--- src/rtl/dac_spi_pkg.sv ---
// Shared definitions for the 24-bit DAC serial link (transmitter and receiver).
`timescale 1ns/1ps
package dac_spi_pkg;
  localparam logic [3:0] CMD_WR_IN      = 4'h0;
  localparam logic [3:0] CMD_UPD        = 4'h1;
  localparam logic [3:0] CMD_WR_UPD_ALL = 4'h2;
  localparam logic [3:0] CMD_WR_UPD     = 4'h3;

  localparam int DAC_FRAME_BITS = 24;
  localparam int COMM_MSB       = 23;
  localparam int ADDR_MSB       = 19;
  localparam int DATA_MSB       = 15;

  typedef enum logic [1:0] {
    ST_IDLE  = 2'd0,
    ST_SHIFT = 2'd1,
    ST_DONE  = 2'd2
  } rx_state_e;
endpackage

--- src/rtl/dac_spi_rx_sync.sv ---
// N-stage input synchronizer with a chosen reset value and a registered edge detect.
`timescale 1ns/1ps
module spi_in_sync #(
  parameter int   STAGES  = 2,
  parameter logic RST_VAL = 1'b0
) (
  input  logic clk,
  input  logic rst,
  input  logic din,
  output logic dout,
  output logic rise,
  output logic fall
);
  logic [STAGES-1:0] sync_q, sync_d;
  logic              prev_q, prev_d;

  always_comb begin
    sync_d = {sync_q[STAGES-2:0], din};
    prev_d = sync_q[STAGES-1];
  end

  always_ff @(posedge clk or negedge rst) begin
    if (!rst) begin
      sync_q <= {STAGES{RST_VAL}};
      prev_q <= RST_VAL;
    end else begin
      sync_q <= sync_d;
      prev_q <= prev_d;
    end
  end

  assign dout = sync_q[STAGES-1];
  assign rise = dout & ~prev_q;
  assign fall = ~dout & prev_q;
endmodule

--- src/rtl/dac_spi_rx.sv ---
// DAC serial-link receiver: oversamples SYNC/SCLK/DIN, shifts in 24-bit frames and
// applies each good frame to a bank of input/output channel registers.
`timescale 1ns/1ps
module dac_spi_rx
  import dac_spi_pkg::*;
#(
  parameter int SYNC_STAGES = 2,
  parameter int NBITS       = 24,
  parameter int NCH         = 16
) (
  input  logic        clk,
  input  logic        rst,
  input  logic        spi_sync,
  input  logic        spi_sclk,
  input  logic        spi_data,
  input  logic [3:0]  rd_addr,
  output logic [15:0] rd_data,
  output logic        rx_valid,
  output logic [3:0]  rx_comm,
  output logic [3:0]  rx_addr,
  output logic [15:0] rx_data,
  output logic        frame_err,
  output logic        busy
);
  logic sync_s, sync_rise, sync_fall;
  logic sclk_s, sclk_rise, sclk_fall;
  logic data_s, data_rise, data_fall;
  logic unused_edges;

  // Reset values chosen so that no edge is reported right after reset.
  spi_in_sync #(.STAGES(SYNC_STAGES), .RST_VAL(1'b1)) u_sync_sync (
    .clk(clk), .rst(rst), .din(spi_sync), .dout(sync_s), .rise(sync_rise), .fall(sync_fall));
  spi_in_sync #(.STAGES(SYNC_STAGES), .RST_VAL(1'b1)) u_sclk_sync (
    .clk(clk), .rst(rst), .din(spi_sclk), .dout(sclk_s), .rise(sclk_rise), .fall(sclk_fall));
  spi_in_sync #(.STAGES(SYNC_STAGES), .RST_VAL(1'b0)) u_data_sync (
    .clk(clk), .rst(rst), .din(spi_data), .dout(data_s), .rise(data_rise), .fall(data_fall));

  assign unused_edges = ^{sync_s, sclk_s, sclk_rise, data_rise, data_fall};

  rx_state_e                 state_q, state_d;
  logic [DAC_FRAME_BITS-1:0] sr_q, sr_d;
  logic [4:0]                cnt_q, cnt_d;
  logic                      rx_valid_q, rx_valid_d;
  logic                      frame_err_q, frame_err_d;
  logic [3:0]                rx_comm_q, rx_comm_d;
  logic [3:0]                rx_addr_q, rx_addr_d;
  logic [15:0]               rx_data_q, rx_data_d;
  logic [15:0]               in_q [NCH];
  logic [15:0]               in_d [NCH];
  logic [15:0]               out_q [NCH];
  logic [15:0]               out_d [NCH];
  logic [3:0]                f_comm, f_addr;
  logic [15:0]               f_data;

  assign f_comm = sr_q[COMM_MSB -: 4];
  assign f_addr = sr_q[ADDR_MSB -: 4];
  assign f_data = sr_q[DATA_MSB -: 16];

  always_comb begin
    state_d     = state_q;
    sr_d        = sr_q;
    cnt_d       = cnt_q;
    rx_valid_d  = 1'b0;
    frame_err_d = 1'b0;
    rx_comm_d   = rx_comm_q;
    rx_addr_d   = rx_addr_q;
    rx_data_d   = rx_data_q;
    in_d        = in_q;
    out_d       = out_q;
    case (state_q)
      ST_IDLE: begin
        if (sync_fall) begin
          state_d = ST_SHIFT;
          sr_d    = '0;
          cnt_d   = '0;
        end
      end
      ST_SHIFT: begin
        // A final SCLK fall coinciding with SYNC rise still counts as a bit.
        if (sclk_fall) begin
          sr_d = {sr_q[DAC_FRAME_BITS-2:0], data_s};
          if (cnt_q != 5'd31) cnt_d = cnt_q + 5'd1;
        end
        if (sync_rise) state_d = ST_DONE;
      end
      ST_DONE: begin
        state_d = ST_IDLE;
        if (cnt_q == 5'(NBITS)) begin
          rx_valid_d = 1'b1;
          rx_comm_d  = f_comm;
          rx_addr_d  = f_addr;
          rx_data_d  = f_data;
          case (f_comm)
            CMD_WR_IN: in_d[f_addr] = f_data;
            CMD_UPD:   out_d[f_addr] = in_q[f_addr];
            CMD_WR_UPD_ALL: begin
              in_d[f_addr] = f_data;
              for (int i = 0; i < NCH; i++) out_d[i] = in_d[i];
            end
            CMD_WR_UPD: begin
              in_d[f_addr]  = f_data;
              out_d[f_addr] = f_data;
            end
            default: ;
          endcase
        end else begin
          frame_err_d = 1'b1;
        end
      end
      default: state_d = ST_IDLE;
    endcase
  end

  always_ff @(posedge clk or negedge rst) begin
    if (!rst) begin
      state_q     <= ST_IDLE;
      sr_q        <= '0;
      cnt_q       <= '0;
      rx_valid_q  <= 1'b0;
      frame_err_q <= 1'b0;
      rx_comm_q   <= '0;
      rx_addr_q   <= '0;
      rx_data_q   <= '0;
      in_q        <= '{default: '0};
      out_q       <= '{default: '0};
    end else begin
      state_q     <= state_d;
      sr_q        <= sr_d;
      cnt_q       <= cnt_d;
      rx_valid_q  <= rx_valid_d;
      frame_err_q <= frame_err_d;
      rx_comm_q   <= rx_comm_d;
      rx_addr_q   <= rx_addr_d;
      rx_data_q   <= rx_data_d;
      in_q        <= in_d;
      out_q       <= out_d;
    end
  end

  assign rd_data   = out_q[rd_addr];
  assign rx_valid  = rx_valid_q;
  assign frame_err = frame_err_q;
  assign rx_comm   = rx_comm_q;
  assign rx_addr   = rx_addr_q;
  assign rx_data   = rx_data_q;
  assign busy      = (state_q == ST_SHIFT);
endmodule

--- config.mk ---
export PLATFORM = sky130hd
export DESIGN_NAME = dac_spi_rx
export DESIGN_NICKNAME = d
export VERILOG_FILES = /design/src/rtl/dac_spi_pkg.sv /design/src/rtl/dac_spi_rx_sync.sv /design/src/rtl/dac_spi_rx.sv
export SDC_FILE = /design/constraint.sdc
export NUM_CORES = 2
export LEC_CHECK = 0
export CORE_ASPECT_RATIO = 0.7
export CORE_MARGIN = 2
export CORE_UTILIZATION = 55
export CTS_BUF_LIST = sky130_fd_sc_hd__clkbuf_4 sky130_fd_sc_hd__clkbuf_8 sky130_fd_sc_hd__clkbuf_16
export CTS_CLUSTER_SIZE = 24
export DETAILED_ROUTE_END_ITERATION = 7
export PLACE_DENSITY_LB_ADDON = 0.12
export RECOVER_POWER = 50
export SLEW_MARGIN = 10
export SYNTH_ARGS = -nofsm -noshare
export SYNTH_HDL_FRONTEND = slang
export SYNTH_SLANG_ARGS = --single-unit
--- constraint.sdc ---
create_clock -name clk -period 7 [get_ports clk]
set_input_delay 1.4 -clock clk [delete_from_list [all_inputs] [get_ports clk]]
set_output_delay 1.4 -clock clk [all_outputs]
set_load 0.02 [all_outputs]
==> impl_metrics.env <==
export IMPL_worstSkewPairLatency_ns=0.66
export IMPL_synth_edff_count=0
export IMPL_min_period_ns=5.30
export IMPL_clk_pin_slew_ns=0.05
export IMPL_dp_worst_setup_slack_ns=1.65
export IMPL_synth_seq_area_share=0.425
export IMPL_grt_pass1_vias=25760
export IMPL_power_frac_comb=0.029
export IMPL_wire_per_inst_um=33.5
export IMPL_rsz0062_at_grt="no"
export IMPL_synthMostInstantiatedCell="dfrtp_1"
export IMPL_setup_tns_ns=0
export IMPL_final_area_sq_mm=0.0368
export IMPL_power_density_mw_per_mm2=193
export IMPL_max_slew_margin_rel=-1.44
export IMPL_hpwl_um=72200
export IMPL_cts_made_buffers=59
export IMPL_grt_pass1_wl_um=174000
export IMPL_power_share_switching=0.227
export IMPL_cts_buffer_depth=3
export IMPL_die_area_sq_mm=0.0638
export IMPL_start_kind="input pin"
export IMPL_nets=2679
export IMPL_fin_hold_ws_ns=0.358
export IMPL_async_flop_share=1.00
export IMPL_outcome="complete, but fails checks"
export IMPL_violations="max-capacitance violations, max-slew violations"
export IMPL_worst_slack_ns=1.70
export IMPL_p_leak_nw=16.6
export IMPL_fp_dieH_um=212
export IMPL_vias_per_cell=7.35
export IMPL_end_kind="output port"
export IMPL_slew_violations=255
export IMPL_worst_slew_pin_slew_ns=3.66
export IMPL_rows=76
export IMPL_cts_sinks=577
export IMPL_yosys_area_top_type="dfrtp_1"
export IMPL_drc=0
export IMPL_area_growth_pct=8.28
export IMPL_cts_hold_buf=0
export IMPL_cp_max_fo=33
export IMPL_synth_warnings=0
export IMPL_first_iter_violations=3675
export IMPL_cts_setup_buffers=0
export IMPL_required_ns=5.60
export IMPL_grt_ovfl_total=0
export IMPL_p_int_mw=5.49
export IMPL_total_power_mw=7.09
export IMPL_detail_route_antenna_nets=0
export IMPL_vias=26000
export IMPL_die_x_um=301
export IMPL_grt_max_degree=198
export IMPL_gp_congestion=0.924
export IMPL_port_buffers=51
export IMPL_synth_area_sq_mm=0.0340
export IMPL_first_pass_iters=6
export IMPL_yosys_register_bits=577
export IMPL_ys_types=54
export IMPL_setup_violations=0
export IMPL_grt_antenna_before_repair=2
export IMPL_cts_tree="done"
export IMPL_netlist_instances=2816
export IMPL_cts_root_buf="clkbuf_16"
export IMPL_cp_arrival_ns=3.90
export IMPL_drive_gt1_frac=0.332
export IMPL_cts_repair_resized=0
export IMPL_synth_top_area_share=0.420
export IMPL_hold_viol=0
export IMPL_htree_levels=2
export IMPL_ys_flop_type="dfrtp_1"
export IMPL_core_sq_mm=0.0613
export IMPL_grt_usage=0.373
export IMPL_holdCritPathClass="reg2reg"
export IMPL_fin_skew_ns=0.0242
export IMPL_clock_power_share=0.497
export IMPL_p_switching_mw=1.61
export IMPL_critPathKind="in2out"
export IMPL_synth_area_leaders="dfrtp_1 (42%), mux2_2 (17%), mux4_2 (9.5%), o32ai_1 (5.8%), a211oi_1 (4.9%)"
export IMPL_avgSynthCellArea_sq_um=12.1
export IMPL_seqPwrFrac=0.474
export IMPL_initial_core_util=0.554
export IMPL_synth_nets=2828
export IMPL_io_pins=52
export IMPL_postPlaceCellArea_sq_mm=0.0347
export IMPL_routed_wl_um=118000
export IMPL_finalCritPeriodShare=0.757
export IMPL_synth_top_cells_by_count="dfrtp_1 (571), mux2_2 (507), nor2_1 (231), nor2b_1 (227)"
export IMPL_drv_cap=4
export IMPL_peakVddDrop_v=0.000241
export IMPL_fmax_mhz=189
[layer usage]
metal  vias to the layer above  part of all wire  GRT usage
met1                     13417              0.40      0.520
met4                         2             0.050      0.171
li1                      10415                 -          -
met2                      1737              0.43      0.541
met3                       429              0.12      0.106
met5                         -           0.00011          0
[critical path: stages]
cell	delay, ns
buf_4	0.45
buf_12	0.32
mux4_2	0.56
mux4_2	0.56
clkdlybuf4s50_1	0.57
[cells in the final DEF (no fill, tap or decap), types with 9 or more instances in the layout]
| cell | netlist | final |
|---|---|---|
| mux2i_1 | 32 | 32 |
| or2_1 | 9 | 9 |
| mux2_1 | 63 | 63 |
| o22ai_1 | 32 | 32 |
| mux4_2 | 144 | 144 |
| a21oi_1 | 15 | 15 |
| a211oi_1 | 224 | 224 |
| o21ai_0 | 24 | 24 |
| clkinv_2 | 0 | 11 |
| clkbuf_8 | 0 | 11 |
| clkdlybuf4s50_1 | 0 | 45 |
| bufinv_16 | 0 | 9 |
| o32ai_1 | 224 | 224 |
| nand2_1 | 74 | 74 |
| clkbuf_4 | 0 | 14 |
| buf_4 | 17 | 60 |
| mux2_2 | 507 | 507 |
| nor2b_1 | 227 | 227 |
| clkbuf_16 | 0 | 61 |
| dfrtp_1 | 571 | 566 |
| nor2_1 | 231 | 229 |
| mux2i_4 | 32 | 32 |
[layout make-up]
type	count	area (sq um)
repair buffers	117	1060
clock buffers	86	1780
diodes	1	2.50
flip-flops and latches	577	14500
clock inverters	24	355
inverters	6	22.5
fillers	4884	24500
well taps	819	1020
multi-input cells	1906	18100
[logic make-up (layout without fill, tap and decap cells)]
logic type,count (synthesis),count (layout),share of synthesized area
other,0,1,0
buffers and inverters,333,233,0.0443
and+or+nand+nor,597,597,0.0936
adders and majority gates,3,3,0.00110
AOI/OAI and AO/OA,528,528,0.121
muxes,778,778,0.315
DFF,577,577,0.425
[metrics by stage]
step,util,std cells
finish,0.600,3536
global route,0.600,3536
CTS,0.600,3535
detailed placement,0.565,3425
global placement,0.565,3425
floorplan,-,2816
[path summary, 6_finish.rpt]
kind | startpoint | to | slack (ns) | cells after the start
min in group asynchronous | rst | in_q[233] | 0.80 | 1
worst min-delay path | u_sclk_sync.sync_q[0] | u_sclk_sync.sync_q[1] | 0.36 | 0
worst max-delay path | rd_addr[0] | rd_data[7] | 1.70 | 5
worst max register to register | sr_q[19] | in_q[93] | 2.82 | 4
max in group asynchronous | rst | async pin | 2.24 | 2
worst min register to register | u_sclk_sync.sync_q[0] | u_sclk_sync.sync_q[1] | 0.36 | 0
[power groups by stage]
stage / clock network (mW) / registers, mW / logic, mW
after floorplan: 0 / 3.42 / 0.101
after global placement: 0 / 3.43 / 0.204
after detailed placement: 0 / 3.43 / 0.209
after CTS: 3.56 / 3.36 / 0.210
after global routing: 3.69 / 3.37 / 0.228
final: 3.53 / 3.37 / 0.204
Power figures use the tool's default switching activity.
